[src/rtl/nibble_pkg.sv]
// nibble_pkg
// Shared widths, pairing-state encoding and word type for the nibble packer.
// Contents:
//   HALF_W, WORD_W, NIB_W - nibble group, packed word and nibble widths
//   pack_state_t          - pairing FSM states (ST_LOW, ST_HIGH)
//   word_t                - one packed 32-bit word
// Optional feature macro used by the importing files: NIBBLE_PACKER_PARITY_EN
package nibble_pkg;

   localparam int HALF_W = 16;
   localparam int WORD_W = 32;
   localparam int NIB_W  = 4;

   typedef enum logic [0:0] {
      ST_LOW  = 1'b0,
      ST_HIGH = 1'b1
   } pack_state_t;

   typedef logic [WORD_W-1:0] word_t;

endpackage

[src/rtl/packer_fifo.sv]
// packer_fifo
// Show-ahead synchronous FIFO for completed words. The head entry is driven
// combinationally from storage; pointers wrap modulo DEPTH (power of two).
// Ports:
//   clk, rst_n        - clock, asynchronous active-low reset
//   clr               - synchronous clear of pointers and count (beats push/pop)
//   push, din         - write request and data (accepted if not full or popping)
//   pop               - read request (ignored while empty)
//   dout              - head-of-FIFO entry
//   full, empty       - occupancy flags
//   count             - occupied entries
module packer_fifo #(
   parameter int DEPTH  = 4,
   parameter int DATA_W = 32
) (
   input  logic                     clk,
   input  logic                     rst_n,
   input  logic                     clr,
   input  logic                     push,
   input  logic [DATA_W-1:0]        din,
   input  logic                     pop,
   output logic [DATA_W-1:0]        dout,
   output logic                     full,
   output logic                     empty,
   output logic [$clog2(DEPTH):0]   count
);

   localparam int PTR_W = $clog2(DEPTH);
   localparam logic [PTR_W:0] FULL_CNT = (PTR_W+1)'(DEPTH);

   logic [DATA_W-1:0] mem [DEPTH];
   logic [PTR_W-1:0]  wr_ptr;
   logic [PTR_W-1:0]  rd_ptr;
   logic              do_push;
   logic              do_pop;

   assign full  = (count == FULL_CNT);
   assign empty = (count == '0);
   assign dout  = mem[rd_ptr];

   // A pop frees the slot in the same cycle, so a full FIFO can still accept.
   assign do_pop  = pop && !empty && !clr;
   assign do_push = push && !clr && (!full || do_pop);

   always_ff @(posedge clk or negedge rst_n) begin
      if (!rst_n) begin
         for (int i = 0; i < DEPTH; i++) mem[i] <= '0;
         wr_ptr <= '0;
         rd_ptr <= '0;
         count  <= '0;
      end else if (clr) begin
         wr_ptr <= '0;
         rd_ptr <= '0;
         count  <= '0;
      end else begin
         if (do_push) begin
            mem[wr_ptr] <= din;
            wr_ptr      <= wr_ptr + 1'b1;
         end
         if (do_pop) rd_ptr <= rd_ptr + 1'b1;
         if (do_push && !do_pop)      count <= count + 1'b1;
         else if (do_pop && !do_push) count <= count - 1'b1;
      end
   end

endmodule

[src/rtl/nibble_packer.sv]
// nibble_packer
// Pairs consecutive 16-bit nibble groups into 32-bit words (first group low,
// second group high), buffers them in packer_fifo and offers them over a
// valid/ready handshake. Upstream has no backpressure: a word that cannot be
// stored is dropped and OVERFLOW is set (sticky until SYNC_CLR or reset).
// Ports:
//   CLK, RESET_L   - clock, asynchronous active-low reset
//   SYNC_CLR       - synchronous clear of pairing state, FIFO and OVERFLOW
//   NIBBLE_IN      - 16-bit nibble group, IN_VALID qualifies it
//   WORD_OUT       - head-of-FIFO word, OUT_VALID = FIFO not empty
//   OUT_READY      - consumer accepts WORD_OUT
//   FIFO_COUNT     - occupied FIFO entries
//   HALF_PENDING   - low half held, waiting for its partner
//   OVERFLOW       - sticky dropped-word flag
//   WORD_PAR       - per-byte even parity of WORD_OUT (only with
//                    NIBBLE_PACKER_PARITY_EN defined)
module nibble_packer
   import nibble_pkg::*;
#(
   parameter int DEPTH = 4
) (
   input  logic                     CLK,
   input  logic                     RESET_L,
   input  logic                     SYNC_CLR,
   input  logic [HALF_W-1:0]        NIBBLE_IN,
   input  logic                     IN_VALID,
   output logic [WORD_W-1:0]        WORD_OUT,
`ifdef NIBBLE_PACKER_PARITY_EN
   output logic [3:0]               WORD_PAR,
`endif
   output logic                     OUT_VALID,
   input  logic                     OUT_READY,
   output logic [$clog2(DEPTH):0]   FIFO_COUNT,
   output logic                     HALF_PENDING,
   output logic                     OVERFLOW
);

`ifdef NIBBLE_PACKER_PARITY_EN
   localparam int ENTRY_W = WORD_W + 4;
`else
   localparam int ENTRY_W = WORD_W;
`endif

   pack_state_t         state;
   logic [HALF_W-1:0]   low_reg;
   logic                overflow_q;
   logic                hi_fire;
   logic                pop;
   logic                full;
   logic                empty;
   word_t               new_word;
   logic [ENTRY_W-1:0]  fifo_din;
   logic [ENTRY_W-1:0]  fifo_dout;

`ifdef NIBBLE_PACKER_PARITY_EN
   function automatic logic [3:0] byte_parity(input word_t w);
      logic [3:0] p;
      for (int b = 0; b < 4; b++) p[b] = ^w[8*b +: 8];
      return p;
   endfunction
`endif

   assign hi_fire  = IN_VALID && (state == ST_HIGH);
   assign new_word = {NIBBLE_IN, low_reg};
   assign pop      = !empty && OUT_READY;

`ifdef NIBBLE_PACKER_PARITY_EN
   // Parity is computed once at push time and stored with the word.
   assign fifo_din = {byte_parity(new_word), new_word};
   assign WORD_PAR = fifo_dout[WORD_W +: 4];
`else
   assign fifo_din = new_word;
`endif

   assign WORD_OUT     = fifo_dout[WORD_W-1:0];
   assign OUT_VALID    = !empty;
   assign HALF_PENDING = (state == ST_HIGH);
   assign OVERFLOW     = overflow_q;

   always_ff @(posedge CLK or negedge RESET_L) begin
      if (!RESET_L) begin
         state      <= ST_LOW;
         low_reg    <= '0;
         overflow_q <= 1'b0;
      end else if (SYNC_CLR) begin
         state      <= ST_LOW;
         overflow_q <= 1'b0;
      end else if (IN_VALID) begin
         if (state == ST_LOW) begin
            low_reg <= NIBBLE_IN;
            state   <= ST_HIGH;
         end else begin
            // Return to ST_LOW even on a drop so pairing stays aligned.
            state <= ST_LOW;
            if (full && !pop) overflow_q <= 1'b1;
         end
      end
   end

   packer_fifo #(
      .DEPTH  (DEPTH),
      .DATA_W (ENTRY_W)
   ) u_fifo (
      .clk   (CLK),
      .rst_n (RESET_L),
      .clr   (SYNC_CLR),
      .push  (hi_fire),
      .din   (fifo_din),
      .pop   (pop),
      .dout  (fifo_dout),
      .full  (full),
      .empty (empty),
      .count (FIFO_COUNT)
   );

endmodule

[config.mk]
export PLATFORM = sky130hd
export DESIGN_NAME = nibble_packer
export DESIGN_NICKNAME = d
export VERILOG_FILES = /design/src/rtl/nibble_pkg.sv /design/src/rtl/packer_fifo.sv /design/src/rtl/nibble_packer.sv
export SDC_FILE = /design/constraint.sdc
export NUM_CORES = 1
export LEC_CHECK = 0
export CORE_MARGIN = 2
export CORE_UTILIZATION = 58
export DETAILED_ROUTE_END_ITERATION = 10
export MAX_ROUTING_LAYER = met4
export PLACE_DENSITY_LB_ADDON = 0.1
export SYNTH_ARGS = -nofsm -noshare
export SYNTH_HDL_FRONTEND = slang
export SYNTH_SLANG_ARGS = --single-unit
[constraint.sdc]
create_clock -name CLK -period 2.6 [get_ports CLK]
set_input_delay 0.52 -clock CLK [delete_from_list [all_inputs] [get_ports CLK]]
set_output_delay 0.52 -clock CLK [all_outputs]
set_load 0.05 [all_outputs]
==> results of run 1 <==
==> cells in the final DEF (no fill, tap or decap), types with 2 or more instances in the layout <==
cell and n:
clkinv_2 4, xor2_1 3, mux2_1 10, nand2_4 4, buf_4 11, clkbuf_1 4, a21oi_1 2, clkbuf_8 3
nor2_1 8, clkbuf_16 17, buf_12 42, clkdlybuf4s50_1 25, inv_1 4, mux4_2 32, mux2_2 106, or3_1 2
mux2_4 30, nand2_1 3, bufinv_16 3, nand3_1 2, a31oi_1 2, ha_1 4, dfrtp_1 152
==> area by class of cell <==
cell class | instances | area, sq um
inverter | 4 | 15.0
fill | 697 | 2860
clock inverter | 8 | 118
multi-input combinational | 221 | 2850
clock buffer | 24 | 482
sequential | 153 | 3830
tap | 143 | 179
timing repair buffer | 79 | 1180
==> per-layer routing <==
| layer | track usage [%] | part of all wire [%] | routed length (microns) |
|---|---|---|---|
| met1 | 31.5 | 43 | 5850 |
| met2 | 38.3 | 52 | 7000 |
| met5 | - | 0 | 0 |
| met3 | 5.73 | 3.6 | 482 |
| met4 | 8.29 | 1.8 | 240 |
==> report_power, final <==
group	leakage, nW	switching, mW	internal (mW)	total, mW
clock	0.294	0.929	1.58	2.51
combinational	1.80	2.35	2.40	4.75
sequential	2.02	0.316	2.83	3.15
==> worst max-delay path: stages (launching register included) <==
cell and delay [ps]:
dfrtp_1 460, or3_4 430, clkdlybuf4s50_1 710
==> worst min-delay path by stage <==
stage,to,slack [ps],depth (start not counted)
global route,u_fifo.mem[90],120,1
detailed placement,u_fifo.mem[30],480,1
global placement,u_fifo.mem[88],470,1
finish,u_fifo.mem[26],90,1
floorplan,HALF_PENDING,220,0
CTS,u_fifo.mem[122],100,1
==> cells by family after synthesis <==
kind of cell | share of synthesized area [%]
buf+inv | 3.71
xor+xnor | 0.506
flops | 55.3
compound gates | 0.741
simple gates | 2.95
mux | 35.8
fa+ha+maj | 1.01
==> stage by stage <==
step           area [sq um]  util (%)
2_1_floorplan          6930         -
3_3_place_gp           8060      70.0
3_5_place_dp           8060      70.0
4_1_cts                8660      75.2
5_1_grt                8660      75.2
6_report               8660      75.2
==> results_dict.tcl, run 1 <==
set metrics [dict create \
    status "complete, but fails checks" \
    failed_checks "DRC" \
    synthDistinctLibCells 32 \
    fmax_ghz 0.396 \
    path_class "reg2out" \
    startpoint "u_fifo.count[1]" \
    drive_gt1_share_pct 53.2 \
    p_per_area_mw_per_mm2 1200 \
    cp-start-kind "flop" \
    hpwl_microns 8350 \
    ios 59 \
    drv_slew 0 \
    worstReg2RegEnd "u_fifo.count[2]" \
    start_util_pct 60.1 \
    peakVddDrop_mv 0.776 \
    drcViolationCount 4 \
    first_iter_violations 227 \
    cts_max_level 4 \
    grt_remaining_overflow 0 \
    synthTopCellsByArea "dfrtp_1 55%, mux2_2 17%, mux4_2 10%, mux2_4 6.5%, buf_8 2.0%" \
    ff2ff_path_depth 7 \
    dieArea_sq_mm 0.0128 \
    diodes 0 \
    max_cap_viol_count 0 \
    fin_ws_ps 76.3 \
    totalPowerFinal_mw 10.4 \
    largest_reg_flops 128 \
    cp-end-kind "output port" \
    hold_viol 0 \
    hp-class "in2async" \
    instances_no_fill 632 \
    hold_buffers 0 \
    syn_inst 400 \
    period_needed_ps 2520 \
    dr.pass1.iters 8 \
    synth_edf_count 0 \
    synth.most_common_cell "dfrtp_1" \
    dieWidth_microns 113 \
    gp_congestion 0.821 \
    worstMarginPinSlew_ps 584 \
    numCtsBuffers 17 \
    r2r_slack_ps 250 \
    core.rowCount 39 \
    leakagePower_nw 4.11 \
    core_sq_mm 0.0115 \
    syn_nets 426 \
    place_ws_ps -215 \
    dp_cells 600 \
    synth_top_area_cell "dfrtp_1" \
    wl_per_cell_microns 21.5 \
    grtUsageTotal_pct 24.3 \
    tritoncts "yes" \
    synth_top_flop_cell "dfrtp_1" \
    finalSetupViolations 0 \
    synth-seq-cells 153 \
    crit_fanout 6 \
    detail-route-antenna-nets 0 \
    endpoint "OUT_VALID" \
    syn_avg_cell_area_sq_um 17.3 \
    grt_pass1_vias 4214 \
    cts.sinks 153 \
    die_y_microns 113 \
    grt_pass1_wl_microns 22700 \
    clkTransAtPathRegs_ps 60 \
    synth.top_cell.area_share_pct 55.3 \
    reg2reg_from "u_fifo.count[1]" \
    post_cts_resized 0 \
    cts-root-buf "clkbuf_16" \
    tns_ps 0 \
    seq_area_frac_synth_pct 55.3 \
    vias_per_cell 5.98 \
    io_buffers 58 \
    postCtsSetupBuffers 0 \
    grt_max_degree 64 \
    rsz0062_at_grt "no" \
    routed_wl_microns 13600 \
    whs_ps 86.9 \
    antenna_found_initial 0 \
    fin_nets 502 \
    synth_common_cells "153 x dfrtp_1, 106 x mux2_2, 32 x mux4_2" \
    required_ps 2080 \
    period_share_pct 97.1 \
    fin_skew_ps 4.51 \
    clock_latency_ps 410 \
    cp.arrival_ps 2000 \
    max_slew_margin_pct 61.1 \
    cts_buffer_depth 2 \
    postSynth.asyncResetShare_pct 100 \
    via_count 3779 \
    syn_area_sq_mm 0.00692 \
    ys_warn_count 0 \
    area_growth_syn_to_layout_pct 25.0 \
]
No activity file was read; power rests on OpenSTA's default activity.
==> inputs of run 2 (changes only) <==
SLEW_MARGIN = 30   (was not set)
==> results of run 2 <==
The final DEF is identical to that of run 1; final timing and power are the same.
